`src/rtl/load_store_unit_if.sv`:
```
// load_store_unit_if: request handshake and 64-bit memory bus between CPU-side control and the load/store unit
interface load_store_unit_if;
   logic        start, is_store, unsigned_ld, busy, done, misaligned, mem_wr;
   logic [1:0]  size;
   logic [63:0] addr, store_data, load_data, mem_raddr, mem_waddr, mem_wdata, mem_rdata;
   modport master (
      output start, is_store, size, unsigned_ld, addr, store_data, mem_rdata,
      input  busy, done, misaligned, load_data, mem_raddr, mem_waddr, mem_wdata, mem_wr
   );
   modport slave (
      input  start, is_store, size, unsigned_ld, addr, store_data, mem_rdata,
      output busy, done, misaligned, load_data, mem_raddr, mem_waddr, mem_wdata, mem_wr
   );
endinterface

```
`src/rtl/load_store_unit.sv`:
```
// load_store_unit: multicycle byte/half/word/doubleword load/store over a doubleword-addressed 64-bit memory
module load_store_unit (
   input logic clk,
   input logic reset,
   load_store_unit_if.slave bus
);
   typedef enum logic [2:0] {IDLE, READ, LATCH, WRITE, DONE} state_t;
   state_t      state_q, state_d;
   logic [63:0] addr_q, addr_d, sdata_q, sdata_d, wbuf_q, wbuf_d, load_q, load_d;
   logic [1:0]  size_q, size_d;
   logic        is_store_q, is_store_d, unsigned_q, unsigned_d, mis_q, mis_d;
   logic        mis_in;
   logic [5:0]  sh;
   logic [63:0] field, mask;
   assign mis_in = bus.size == 2'd1 ? bus.addr[0] :
                   bus.size == 2'd2 ? |bus.addr[1:0] :
                   bus.size == 2'd3 ? |bus.addr[2:0] : 1'b0;
   assign sh    = {addr_q[2:0], 3'b000};
   assign field = bus.mem_rdata >> sh;
   assign mask  = (size_q == 2'd0 ? 64'hFF : size_q == 2'd1 ? 64'hFFFF : 64'hFFFF_FFFF) << sh;
   always_comb begin
      state_d    = state_q;
      addr_d     = addr_q;
      size_d     = size_q;
      is_store_d = is_store_q;
      unsigned_d = unsigned_q;
      sdata_d    = sdata_q;
      wbuf_d     = wbuf_q;
      load_d     = load_q;
      mis_d      = mis_q;
      case (state_q)
         IDLE: if (bus.start) begin
            addr_d     = bus.addr;
            size_d     = bus.size;
            is_store_d = bus.is_store;
            unsigned_d = bus.unsigned_ld;
            sdata_d    = bus.store_data;
            mis_d      = mis_in;
            state_d    = mis_in ? DONE : (bus.is_store && bus.size == 2'd3) ? WRITE : READ;
         end
         READ:  state_d = LATCH;
         LATCH: begin
            state_d = is_store_q ? WRITE : DONE;
            if (is_store_q)
               wbuf_d = (bus.mem_rdata & ~mask) | ((sdata_q << sh) & mask);
            else
               load_d = size_q == 2'd0 ? {{56{~unsigned_q & field[7]}}, field[7:0]} :
                        size_q == 2'd1 ? {{48{~unsigned_q & field[15]}}, field[15:0]} :
                        size_q == 2'd2 ? {{32{~unsigned_q & field[31]}}, field[31:0]} : field;
         end
         WRITE:   state_d = DONE;
         default: state_d = IDLE;
      endcase
   end
   always_ff @(posedge clk) begin
      if (reset) begin
         state_q    <= IDLE;
         addr_q     <= '0;
         size_q     <= '0;
         is_store_q <= 1'b0;
         unsigned_q <= 1'b0;
         sdata_q    <= '0;
         wbuf_q     <= '0;
         load_q     <= '0;
         mis_q      <= 1'b0;
      end else begin
         state_q    <= state_d;
         addr_q     <= addr_d;
         size_q     <= size_d;
         is_store_q <= is_store_d;
         unsigned_q <= unsigned_d;
         sdata_q    <= sdata_d;
         wbuf_q     <= wbuf_d;
         load_q     <= load_d;
         mis_q      <= mis_d;
      end
   end
   assign bus.busy       = state_q != IDLE;
   assign bus.done       = state_q == DONE;
   assign bus.misaligned = mis_q;
   assign bus.load_data  = load_q;
   assign bus.mem_raddr  = {addr_q[63:3], 3'b000};
   assign bus.mem_waddr  = {addr_q[63:3], 3'b000};
   assign bus.mem_wdata  = size_q == 2'd3 ? sdata_q : wbuf_q;
   assign bus.mem_wr     = state_q == WRITE && !reset;
endmodule

```
`src/flat_wrapper.sv`:
```
// flat-port wrapper written by rule: the top's interface ports become plain ports
module load_store_unit_flat 
  (clk, reset, bus_start, bus_is_store, bus_size, bus_unsigned_ld, bus_addr, bus_store_data, bus_mem_rdata, bus_busy, bus_done, bus_misaligned, bus_load_data, bus_mem_raddr, bus_mem_waddr, bus_mem_wdata, bus_mem_wr);
  load_store_unit_if bus_i ();
  input logic clk;
  input logic reset;
  input wire logic [$bits(bus_i.start)-1:0] bus_start;
  input wire logic [$bits(bus_i.is_store)-1:0] bus_is_store;
  input wire logic [$bits(bus_i.size)-1:0] bus_size;
  input wire logic [$bits(bus_i.unsigned_ld)-1:0] bus_unsigned_ld;
  input wire logic [$bits(bus_i.addr)-1:0] bus_addr;
  input wire logic [$bits(bus_i.store_data)-1:0] bus_store_data;
  input wire logic [$bits(bus_i.mem_rdata)-1:0] bus_mem_rdata;
  output wire logic [$bits(bus_i.busy)-1:0] bus_busy;
  output wire logic [$bits(bus_i.done)-1:0] bus_done;
  output wire logic [$bits(bus_i.misaligned)-1:0] bus_misaligned;
  output wire logic [$bits(bus_i.load_data)-1:0] bus_load_data;
  output wire logic [$bits(bus_i.mem_raddr)-1:0] bus_mem_raddr;
  output wire logic [$bits(bus_i.mem_waddr)-1:0] bus_mem_waddr;
  output wire logic [$bits(bus_i.mem_wdata)-1:0] bus_mem_wdata;
  output wire logic [$bits(bus_i.mem_wr)-1:0] bus_mem_wr;
  assign bus_i.start = bus_start;
  assign bus_i.is_store = bus_is_store;
  assign bus_i.size = bus_size;
  assign bus_i.unsigned_ld = bus_unsigned_ld;
  assign bus_i.addr = bus_addr;
  assign bus_i.store_data = bus_store_data;
  assign bus_i.mem_rdata = bus_mem_rdata;
  assign bus_busy = bus_i.busy;
  assign bus_done = bus_i.done;
  assign bus_misaligned = bus_i.misaligned;
  assign bus_load_data = bus_i.load_data;
  assign bus_mem_raddr = bus_i.mem_raddr;
  assign bus_mem_waddr = bus_i.mem_waddr;
  assign bus_mem_wdata = bus_i.mem_wdata;
  assign bus_mem_wr = bus_i.mem_wr;
  load_store_unit u_core (.clk(clk), .reset(reset), .bus(bus_i));
endmodule
```
`config.mk`:
```
export PLATFORM = sky130hd
export DESIGN_NAME = load_store_unit_flat
export DESIGN_NICKNAME = d
export VERILOG_FILES = /design/src/rtl/load_store_unit_if.sv /design/src/rtl/load_store_unit.sv /design/src/flat_wrapper.sv
export SDC_FILE = /design/constraint.sdc
export NUM_CORES = 1
export LEC_CHECK = 0
export CORE_MARGIN = 3
export CORE_UTILIZATION = 30
export DETAILED_ROUTE_END_ITERATION = 12
export PLACE_DENSITY_LB_ADDON = 0.05
export SLEW_MARGIN = 20
export SYNTH_ARGS = -nofsm -noshare
export SYNTH_HDL_FRONTEND = slang
export SYNTH_SLANG_ARGS = --single-unit
```
`constraint.sdc`:
```
create_clock -name clk -period 2.35 [get_ports clk]
set_input_delay 0.47 -clock clk [delete_from_list [all_inputs] [get_ports clk]]
set_output_delay 0.47 -clock clk [all_outputs]
set_load 0.02 [all_outputs]
```
### After elaboration in Yosys (flattened, before gate mapping)

Index checks and enable logic that the tools add are counted.

* logic and storage cells: 57
* flip-flop bits (word level): 264
* input port bits: 199

* equality and inequality tests: 11
* bitwise gates (word level): 9
* reduce and logical (&&, ||, !) cells: 11
* shift operators: 3
* muxes and demuxes: 14

Operators with widths (number)
* $mux W64: 5
* $and A64 B64 Y64: 2
* $shl A64 B6 Y64: 2
* $not A64 Y64: 1
* $or A64 B64 Y64: 1
* $shr A64 B6 Y64: 1
* $mux W32: 1
* $pmux W3 S4: 1
* $mux W3: 3
* $eq A2 B2 Y1 const B: 4
* $eq A3 B2 Y1 const B: 2
* $reduce_and A2 Y1: 3
* $eq A2 B1 Y1 const B: 2
* $and A1 B1 Y1: 3
* $eq A3 B1 Y1 const B: 1
* $eq A3 B3 Y1 const B: 1
* $logic_not A3 Y1: 1
* $mux W1: 3
* $reduce_bool A3 Y1: 1
* $reduce_or A3 Y1: 1
* $logic_and A1 B1 Y1: 2
* $logic_not A2 Y1: 1
* $mux W2: 1
* $ne A2 B2 Y1 const B: 1
* 3 further kinds: 4

### Depth between registers and ports, before layout

* depth in word-level cells: 7
* gate-level depth with buffers: 9
* depth with buffers taken out: 5

### Worst setup path before layout

No wires, ideal clock.

* kind: register to output
* start: register u_core.size_q[1]
* end: output port bus_mem_wdata[10]
* stages on the path, launching flop included: 5
* setup slack: 342 ps
* arrival: 1538 ps
* cells stage by stage: dfxtp_1 > buf_1 > nand2_1 > clkbuf_1 > mux2_2

* cells in the longest elaborated chain, start to end: 2

RTL lines
* start: declaration: line load_store_unit.sv:10 `logic [1:0] size_q, size_d;`
* start signal: assignment: line load_store_unit.sv:69 `size_q <= size_d;`
* $eq A2 B2 Y1: line load_store_unit.sv:84 `assign bus.mem_wdata = size_q == 2'd3 ? sdata_q : wbuf_q;`
* $mux W64: line load_store_unit.sv:84
* end: declaration: line flat_wrapper.sv:20 `output wire logic [$bits(bus_i.mem_wdata)-1:0] bus_mem_wdata;`

Every way passes these cells.

### Worst setup path after layout

* start: register u_core.size_q[1]
* end: output port bus_mem_wdata[15]

The elaborated chain is that of the path after synthesis.

==> metrics.yaml <==
outcome:
  status: "completed"
flow_run:
  cap_violations: 0
detailed_routing:
  dr.pass1.iters: 6
  wirelength_microns: 68600
  vias_per_cell: 5.117
  drtIter0Drc: 1143
  drc: 0
  wire_per_inst_microns: 24.20
  vias: 14510
  drtAntennaViolNets: 0
power:
  p_comb_frac: 0.273
  power_mw: 14.26
  p_sw_mw: 4.676
  switching_share: 0.3279
  power.density_nw_per_um2: 676.1
  worst_ir_drop_vdd_mv: 0.4578
  total_leakage_power_nw: 7.727
  p_int_mw: 9.583
  pwr-share-clk: 0.371
  p_seq_frac: 0.356
sta:
  holdWs_ps: 299.3
  max_freq_mhz: 432.3
  final.min_clock_period_ps: 2313
  fin_skew_ps: 24.93
  finalWorstSetupSlack_ps: 36.89
  worstMarginPinSlew_ps: 1059
  setup-violations-final: 0
  grt_setup_unrepaired: "true"
  fin_crit_sh: 0.9843
  hold_violations: 0
  slew-limit-headroom: 0.2937
  maxSlewViolCount: 0
global_routing:
  grt_use_total: 0.2507
  grt_pass1_vias: 14260
  grt_overflow_total: 0
  antenna_found_initial: 3
  grt_max_degree: 213
  grt_pass1_wl_microns: 98920
synthesis:
  syn-cell-area_sq_um: 14970
  synth-xor-area-share: 0.0005850
  synth_enable_flop_cells: 0
  ys_types: 51
  avgSynthCellArea_sq_um: 8.354
  synth_compound_area_frac: 0.1816
  ys_seq_area_frac: 0.3530
  synth_flop_cell: "dfxtp_1"
  ys_async_sr_fraction: 0
  synth_adder_area_share: 0
  synthMuxAreaShare: 0.1992
  synth_simple_gate_area_frac: 0.1558
  synth_top_family_by_area: "multiplexers"
  ys_ff_latch: 264
  synthCells: 1792
  yosysWarnings: 0
final_layout:
  final_area_sq_um: 21090
  diodes: 0
  layout-drive-gt1-share: 0.1902
  final_cell_mix: "384 x clkdlybuf4s50_1, 302 x nand2_1, 259 x dfxtp_1"
  area_growth_pct: 40.86
  finalNetCount: 2345
  final_common_cell: "clkdlybuf4s50_1"
worst_setup_path:
  crit_start: "u_core.size_q[1]"
  end_kind: "output port"
  slowest_stage: "dfxtp_4"
  worstReg2RegEnd: "u_core.bus.load_data[9]"
  path_cells: "nand2_8 -> buf_12 -> mux2_2 -> clkdlybuf4s15_2"
  crit_fanout: 19
  critPathLaunchType: "flip-flop"
  path_class: "reg -> out"
  crit_required_ps: 1880
  critPathCapture: "bus_mem_wdata[15]"
  critPathMaxStageDelay_ps: 360
  arrival_ps: 1840
  ff2ff_setup_slack_ps: 130
  rr_worst_depth: 6
  r2r-start: "u_core.addr_q[1]"
floorplanning:
  dieArea_sq_um: 52620
  ioPinCount: 459
  fp.coreArea_sq_um: 49150
  rows: 81
  initial_core_util: 0.3046
  die_h_microns: 229.4
  die_w_microns: 229.4
clock_network:
  insertion_delay_ps: 560
  clockBufferDepth: 3
  htree_levels: 2
  cts.clk_slew.worst_paths_ps: 60
  hold_buffers: 0
  cts_buffers: 35
  clockRootBuffer: "clkbuf_16"
  cts_sinks: 264
  cts_tree: "done"
placement:
  io_buffers: 452
  place_area_sq_um: 19990
  gp_congestion: 0.8998
  place_hpwl_microns: 51100
  pre_cts_ws_ps: -295.1
worst_hold_path:
  min_path_type: "in -> reg"
-- kinds of logic (layout without fill, tap and decap cells) --
kind of cell           Yosys count  count (layout)
AO/OA/AOI/OAI                  427             427
XOR/XNOR                         1               1
buffers and inverters          282             656
flip-flops                     264             264
multiplexers                   262             262
other                            1               6
AND/OR/NAND/NOR                555             555
-- power by group through the flow --
stage	logic, mW	registers [mW]	clock network, mW
final	3.89	5.08	5.30
after global placement	3.87	5.16	0
after detailed placement	3.87	5.17	0
after global routing	4.14	5.11	5.59
after CTS	3.89	5.08	5.45
after floorplan	2.21	5.11	0
-- stage by stage --
stage	std cells	util	setup TNS (ps)
final	2835	0.4290	0
after global routing	2835	0.4290	-26.81
after CTS	2835	0.4305	-39.99
after detailed placement	2769	0.4067	-10820
after global placement	2769	0.4067	-8686
after floorplan	1797	-	0
-- metal layers --
metal	track usage	vias to the layer above	part of all wire
met2	0.4055	518	0.47
met1	0.3332	7014	0.43
met4	0.08216	4	0.032
met5	0	-	0.00041
li1	-	6849	-
met3	0.05274	121	0.068
-- layout make-up --
cell class                      count  area [sq um]
Sequential cell                   264          5301
Inverter                            4         15.01
Multi-Input combinational cell   1251          8122
Fill cell                        4932         28070
Tap cell                          664         830.8
Clock buffer                       47          1032
Clock inverter                     15         100.1
Timing Repair Buffer              590          5687
-- what timing repair did --
action | CTS | global route
pin swaps | 1 | 0
gates cloned | 3 | 0
buffers inserted | 1 | 0
resized for setup | 220 | 18
setup endpoints to repair | 63 | 26
-- registers in the layout, indices dropped and copies added, names as in the netlist --
register	flops
u_core.bus.load_data	64
u_core.bus.misaligned	1
u_core.size_q	2
u_core.state_q	3
u_core.wbuf_q	64
u_core.addr_q	64
u_core.unsigned_q	1
u_core.sdata_q	64
u_core.is_store_q	1
-- worst max-delay path, delay by kind of cell (launching register included) --
| kind | cells | cell delay [ps] |
|---|---|---|
| flip-flops | 1 | 360 |
| buffers and inverters | 2 | 450 |
| AND/OR/NAND/NOR | 1 | 120 |
| multiplexers | 1 | 350 |
-- Yosys cell counts, types with 16 or more instances --
cell      number  area share
a211oi_1      59       0.030
a211oi_2      20       0.017
a21oi_1      176       0.059
and2_1        16      0.0067
buf_2         21      0.0070
buf_4        142       0.071
clkbuf_1     101       0.025
dfxtp_1      264        0.35
mux2_2        87       0.065
mux2i_1      155        0.10
mux4_2        20       0.030
nand2_1      304       0.076
nand3b_1      23       0.012
nor2_1       154       0.039
o211ai_1      16      0.0080
o21ai_0       75       0.025
o22ai_1       18      0.0075
-- worst min-delay path by stage --
stage | from | end | slack [ps] | cells after the start
2_1_floorplan | u_core.wbuf_q[10] | u_core.wbuf_q[10] | 430 | 2
3_3_place_gp | u_core.wbuf_q[14] | u_core.wbuf_q[14] | 440 | 2
3_5_place_dp | u_core.wbuf_q[10] | u_core.wbuf_q[10] | 440 | 2
4_1_cts | reset | u_core.state_q[1] | 260 | 4
5_1_grt | reset | u_core.state_q[1] | 290 | 4
6_report | reset | u_core.state_q[1] | 300 | 4
(Power assumes the default switching activity.)
